## config.mk

```make
export PLATFORM = sky130hd
export DESIGN_NAME = mult_hs_responder
export DESIGN_NICKNAME = d
export VERILOG_FILES = /design/src/rtl/mult_hs_responder.sv
export SDC_FILE = /design/constraint.sdc
export NUM_CORES = 1
export LEC_CHECK = 0
export BUFFER_PORTS_ARGS = -buffer_cell sky130_fd_sc_hd__clkbuf_2
export CORE_AREA = 2 2 90 92
export CTS_CLUSTER_DIAMETER = 50
export DETAILED_ROUTE_END_ITERATION = 12
export DIE_AREA = 0 0 92 94
export PLACE_DENSITY = 0.95
export SYNTH_ARGS = -nofsm -noshare
export SYNTH_HDL_FRONTEND = slang
export SYNTH_SLANG_ARGS = --single-unit
```

## constraint.sdc

```tcl
create_clock -name clk -period 6.75 [get_ports clk]
set_input_delay 0.675 -clock clk [delete_from_list [all_inputs] [get_ports clk]]
set_output_delay 0.675 -clock clk [all_outputs]
set_load 0.01 [all_outputs]
```

## src/rtl/mult_hs_responder.sv

```systemverilog
// 8x8 unsigned multiply responder: valid/ready in, 3-stage pipe, valid/ready out.
// Optional error statistics build with MULT_ERR_STATS_EN (adds out_err, err_sum).
//
// Ports:
//   clk, rst_n          clock, synchronous active-low reset
//   in_valid/in_ready   operand channel, inA/inB unsigned operands
//   out_valid/out_ready result channel, Y product
//   busy                any stage holds an item
//   count               completed output transfers (wraps)
//   out_err, err_sum    |Y - exact| with Y, saturating sum (MULT_ERR_STATS_EN)
module mult_hs_responder #(
  parameter int WIDTH      = 8,
  parameter int TRUNC_COLS = 0
) (
  input  logic               clk,
  input  logic               rst_n,
  input  logic               in_valid,
  output logic               in_ready,
  input  logic [WIDTH-1:0]   inA,
  input  logic [WIDTH-1:0]   inB,
  output logic               out_valid,
  input  logic               out_ready,
  output logic [2*WIDTH-1:0] Y,
  output logic               busy,
  output logic [15:0]        count
`ifdef MULT_ERR_STATS_EN
  ,
  output logic [2*WIDTH-1:0] out_err,
  output logic [31:0]        err_sum
`endif
);

  localparam int W2 = 2 * WIDTH;
  // Columns i+j < TRUNC_COLS are dropped.
  localparam logic [W2-1:0] MASK =
    ~((W2'(1) << TRUNC_COLS) - W2'(1));
  localparam int CSH = (TRUNC_COLS > 0) ? TRUNC_COLS - 1 : 0;
  localparam logic [W2-1:0] COMP =
    (TRUNC_COLS > 0) ? (W2'(1) << CSH) : '0;

  typedef struct packed {
    logic [WIDTH-1:0] a;
    logic [WIDTH-1:0] b;
    logic             zero;
`ifdef MULT_ERR_STATS_EN
    logic [W2-1:0]    ex;
`endif
  } s1_t;

  typedef struct packed {
    logic [W2-1:0] sum;
    logic [W2-1:0] car;
    logic          zero;
`ifdef MULT_ERR_STATS_EN
    logic [W2-1:0] ex;
`endif
  } s2_t;

  logic s1_valid;
  logic s2_valid;
  s1_t  s1_q;
  s1_t  s1_d;
  s2_t  s2_q;
  s2_t  s2_d;

  logic free1;
  logic free2;
  logic free3;

  logic [W2-1:0] y_d;

  // A stage may load when it is empty or its content moves on.
  assign free3    = !out_valid || out_ready;
  assign free2    = !s2_valid || free3;
  assign free1    = !s1_valid || free2;
  assign in_ready = rst_n && free1;
  assign busy     = s1_valid || s2_valid || out_valid;

  always_comb begin
    s1_d      = '0;
    s1_d.a    = inA;
    s1_d.b    = inB;
    s1_d.zero = (inA == '0) || (inB == '0);
`ifdef MULT_ERR_STATS_EN
    s1_d.ex   = W2'(inA) * W2'(inB);
`endif
  end

  // Masked partial products folded by a chain of 3:2 compressors.
  logic [W2-1:0] pp [WIDTH];
  logic [W2-1:0] cs_s;
  logic [W2-1:0] cs_c;
  logic [W2-1:0] cs_t;

  always_comb begin
    for (int j = 0; j < WIDTH; j++) begin
      pp[j] = (W2'(s1_q.a & {WIDTH{s1_q.b[j]}}) << j) & MASK;
    end
    cs_s = pp[0];
    cs_c = pp[1];
    cs_t = '0;
    for (int j = 2; j < WIDTH; j++) begin
      cs_t = cs_s ^ cs_c ^ pp[j];
      cs_c = ((cs_s & cs_c) | (cs_s & pp[j]) |
              (cs_c & pp[j])) << 1;
      cs_s = cs_t;
    end
    s2_d      = '0;
    s2_d.sum  = cs_s;
    s2_d.car  = cs_c;
    s2_d.zero = s1_q.zero;
`ifdef MULT_ERR_STATS_EN
    s2_d.ex   = s1_q.ex;
`endif
  end

  // A zero operand bypasses the rounding constant.
  always_comb begin
    y_d = '0;
    if (!s2_q.zero) begin
      y_d = s2_q.sum + s2_q.car + COMP;
    end
  end

`ifdef MULT_ERR_STATS_EN
  logic [W2-1:0] err_d;
  logic [32:0]   es_add;

  always_comb begin
    err_d = '0;
    if (y_d >= s2_q.ex) begin
      err_d = y_d - s2_q.ex;
    end else begin
      err_d = s2_q.ex - y_d;
    end
    es_add = {1'b0, err_sum} + 33'(out_err);
  end
`endif

  always_ff @(posedge clk) begin
    if (!rst_n) begin
      s1_valid  <= 1'b0;
      s2_valid  <= 1'b0;
      out_valid <= 1'b0;
      Y         <= '0;
      count     <= '0;
      s1_q      <= '0;
      s2_q      <= '0;
`ifdef MULT_ERR_STATS_EN
      out_err   <= '0;
      err_sum   <= '0;
`endif
    end else begin
      if (free1) begin
        s1_valid <= in_valid;
        if (in_valid) s1_q <= s1_d;
      end
      if (free2) begin
        s2_valid <= s1_valid;
        if (s1_valid) s2_q <= s2_d;
      end
      if (free3) begin
        out_valid <= s2_valid;
        if (s2_valid) begin
          Y <= y_d;
`ifdef MULT_ERR_STATS_EN
          out_err <= err_d;
`endif
        end
      end
      if (out_valid && out_ready) begin
        count <= count + 16'd1;
`ifdef MULT_ERR_STATS_EN
        if (es_add[32]) err_sum <= '1;
        else            err_sum <= es_add[31:0];
`endif
      end
    end
  end

endmodule

```

==> summary.md <==
| Metric | Value |
|---|---|
| GP Congestion | 0.877 |
| Drt first pass iters | 5 |
| Minimum clock period | 4.11 ns |
| Root buffer cell | clkbuf_8 |
| Dpl cells | 654 |
| Worst-Skew Late Latency | 0.37 ns |
| Detail Route Antenna Nets | 0 |
| Residual DRC | 0 |
| Pre-CTS setup slack | 2.67 ns |
| Internal Power | 745 uW |
| Net Switching | 235 uW |
| I/O pin count | 55 |
| DRT Wirelength | 10000 um |
| Max-slew violation count | 0 |
| Post-cts resize count | 0 |
| Clock power share | 44.2% |
| Max-cap violations | 0 |
| Total chip power | 979 uW |
| Total GRT Usage | 24.7% |
| First-pass GRT wire length | 17000 um |
| Avg Cell Area, Syn | 8.95 sq um |
| Syn_nets | 613 |
| Seq cells post-synth | 76 |
| Vias in the first global route | 3717 |
| Number of I/O port buffers | 54 |
| Final non-filler cell area | 0.00523 sq mm |
| Relative slew margins | 39.8% |
| Clk pin slew, worst setup/hold paths | 0.07 ns |
| Placed instance area | 0.00498 sq mm |
| Share of layout cells above drive strength 1 | 13.9% |
| Initial Util | 62.9% |
| N_diodes | 0 |
| Clk sinks | 76 |
| Synth cell types | 48 |
| Buffers inserted by post-CTS timing repair | 0 |
| Switch share | 24.0% |
| Setup CP Type | flop to flop |
| RSZ-0062 raised after global routing | no |
| Final #Nets | 641 |
| VDD IR-drop max | 0.000124 V |
| Async set or reset register ratio after synthesis | 0% |
| Detailed Place HPWL | 7130 um |
| Syn Inst Count | 535 |
| Outcome | completed |
| Top_reg_cell synth | dfxtp_1 |
| Min-delay worst type | flop to flop |
| Rows | 32 |
| Vias | 3808 |
| CP Max Fanout | 9 |
| Yosys warning count | 0 |
| Initial antenna violation count | 0 |
| Drt wl/cell | 15.0 um |
| PnR worst setup slack | 2.64 ns |
| Worst EP required | 7.03 ns |
| Leakage dissipation | 2.05 nW |
| Crit path DAT | 4.39 ns |
| Die area | 0.00865 sq mm |
| Die span in y | 94 um |
| H-tree Lvls | 3 |
| Fin util | 68.8% |
| Longest Clk Path Bufs | 2 |
| Hold Slack | 0.460 ns |
| Cts bufs inserted | 9 |
| Slew @ Worst Pin | 0.904 ns |
| Core area | 0.00761 sq mm |
| DR iter-0 viols | 148 |
| Mapped cell area | 0.00479 sq mm |
| Area Growth Syn to Fin | 9.28% |
| Setup crit end kind | flop |
| Hold_buf cts | 0 |
| Vias per Instance | 5.68 |
| Fin. Hold Viols | 0 |
| Comb power frac | 7.5% |
| Final setup viols | 0 |
| Sequential share of power | 48.3% |
| Maximum clock frequency | 244 MHz |
| EDFF count, synth | 0 |
| Chip Width | 92 um |
| Total gr overflow | 0 |
| Largest net degree at the start of global routing | 84 |
| CTS tree | yes |
| Sequential-to-total area share from yosys stat | 31.8% |
| Critical Path Source Type | flop |
| Worst Skew | 0.0119 ns |
| Tcrit/Tclk final | 60.8% |
| TNS Setup | 0 ns |
| Final std cells w/o fill | 670 |
| PD cells | 187 mW/mm^2 |
-- routing by layer --
layer | GRT usage (%) | wire, um
met1 | 30.6 | 4400
met2 | 42.8 | 4880
met3 | 5.30 | 544
met4 | 9.20 | 193
met5 | 0 | 0
-- critical path: stages (launching register included) --
cell	delay, ns
dfxtp_1	0.50
nand2_1	0.12
fa_1	0.48
fa_1	0.52
fa_1	0.52
fa_1	0.52
fa_1	0.55
inv_1	0.06
fa_1	0.53
nand2_1	0.06
a21boi_0	0.19
-- cell usage after synthesis (4+ instances only) --
library cell,number,area [sq um]
or3_1,5,31.3
o21ai_0,6,30.0
and2_1,31,194
a21boi_0,55,413
nand3_1,29,145
xnor2_1,7,61.3
inv_1,23,86.3
nor4_1,4,25.0
nand4_1,4,25.0
a21o_1,5,37.5
nor2_1,6,22.5
xor2_1,5,43.8
nand3b_1,10,75.1
fa_1,42,841
dfxtp_1,76,1520
ha_1,16,200
nand2_1,129,484
nor2b_1,4,25.0
a21oi_1,4,20.0
a211oi_1,4,30.0
clkbuf_1,26,97.6
buf_2,6,30.0
-- power groups by stage --
| stage | clock network, mW | logic, mW | registers (mW) |
|---|---|---|---|
| finish | 0.433 | 0.0734 | 0.473 |
| global route | 0.454 | 0.0837 | 0.475 |
| CTS | 0.432 | 0.0740 | 0.472 |
| detailed placement | 0 | 0.0726 | 0.483 |
| global placement | 0 | 0.0685 | 0.482 |
| floorplan | 0 | 0.0636 | 0.472 |
-- logic make-up (layout without fill, tap and decap cells) --
| family | after synthesis | count (layout) | synth area share, % |
|---|---|---|---|
| flip-flops | 76 | 76 | 31.8 |
| AND/OR/NAND/NOR | 241 | 241 | 24.9 |
| buffers and inverters | 61 | 94 | 6.19 |
| AO/OA/AOI/OAI | 87 | 87 | 13.2 |
| adder cells (fa/ha/maj) | 58 | 58 | 21.7 |
| XOR/XNOR | 12 | 12 | 2.20 |
-- sequential cells by signal, summed over array words and instances, names as in the netlist --
| signal | flops |
|---|---|
| s1_valid | 1 |
| out_valid | 1 |
| Y | 16 |
| s1_q | 17 |
| s2_valid | 1 |
| count | 16 |
| s2_q | 24 |
-- final timing paths --
| path | startpoint | to | slack (ns) | depth (start not counted) |
|---|---|---|---|---|
| worst min register to register | Y[10]$_SDFFE_PN0P_ | Y[10]$_SDFFE_PN0P_ | 0.46 | 2 |
| worst max-delay path | s1_q[3]$_SDFFE_PN0P_ | s2_q[24]$_SDFFE_PN0P_ | 2.64 | 10 |
| worst max register to register | s1_q[3]$_SDFFE_PN0P_ | s2_q[24]$_SDFFE_PN0P_ | 2.64 | 10 |
| worst min-delay path | Y[10]$_SDFFE_PN0P_ | Y[10]$_SDFFE_PN0P_ | 0.46 | 2 |
-- cell type report --
class                      instances  area (sq um)
multi-input combinational        398          2970
fill                             590          2380
sequential                        76          1520
timing repair buffer              55           278
clock buffer                      11           141
tap                              102           128
clock inverter                     5           108
inverter                          23          86.3
-- layout by cell type, fill, tap and decap left out, types with 5 or more instances in the layout --
cell / netlist / final
a21boi_0: 55 / 55
nand3_1: 29 / 29
nor2_1: 6 / 6
inv_1: 23 / 23
a21o_1: 5 / 5
xor2_1: 5 / 5
xnor2_1: 7 / 7
clkbuf_8: 2 / 10
or3_1: 5 / 5
o21ai_0: 6 / 6
clkbuf_2: 0 / 54
nand3b_1: 10 / 10
nand2_1: 129 / 129
ha_1: 16 / 16
and2_1: 31 / 31
fa_1: 42 / 42
dfxtp_1: 76 / 76
Note: power is estimated with default switching activity, not from simulation.
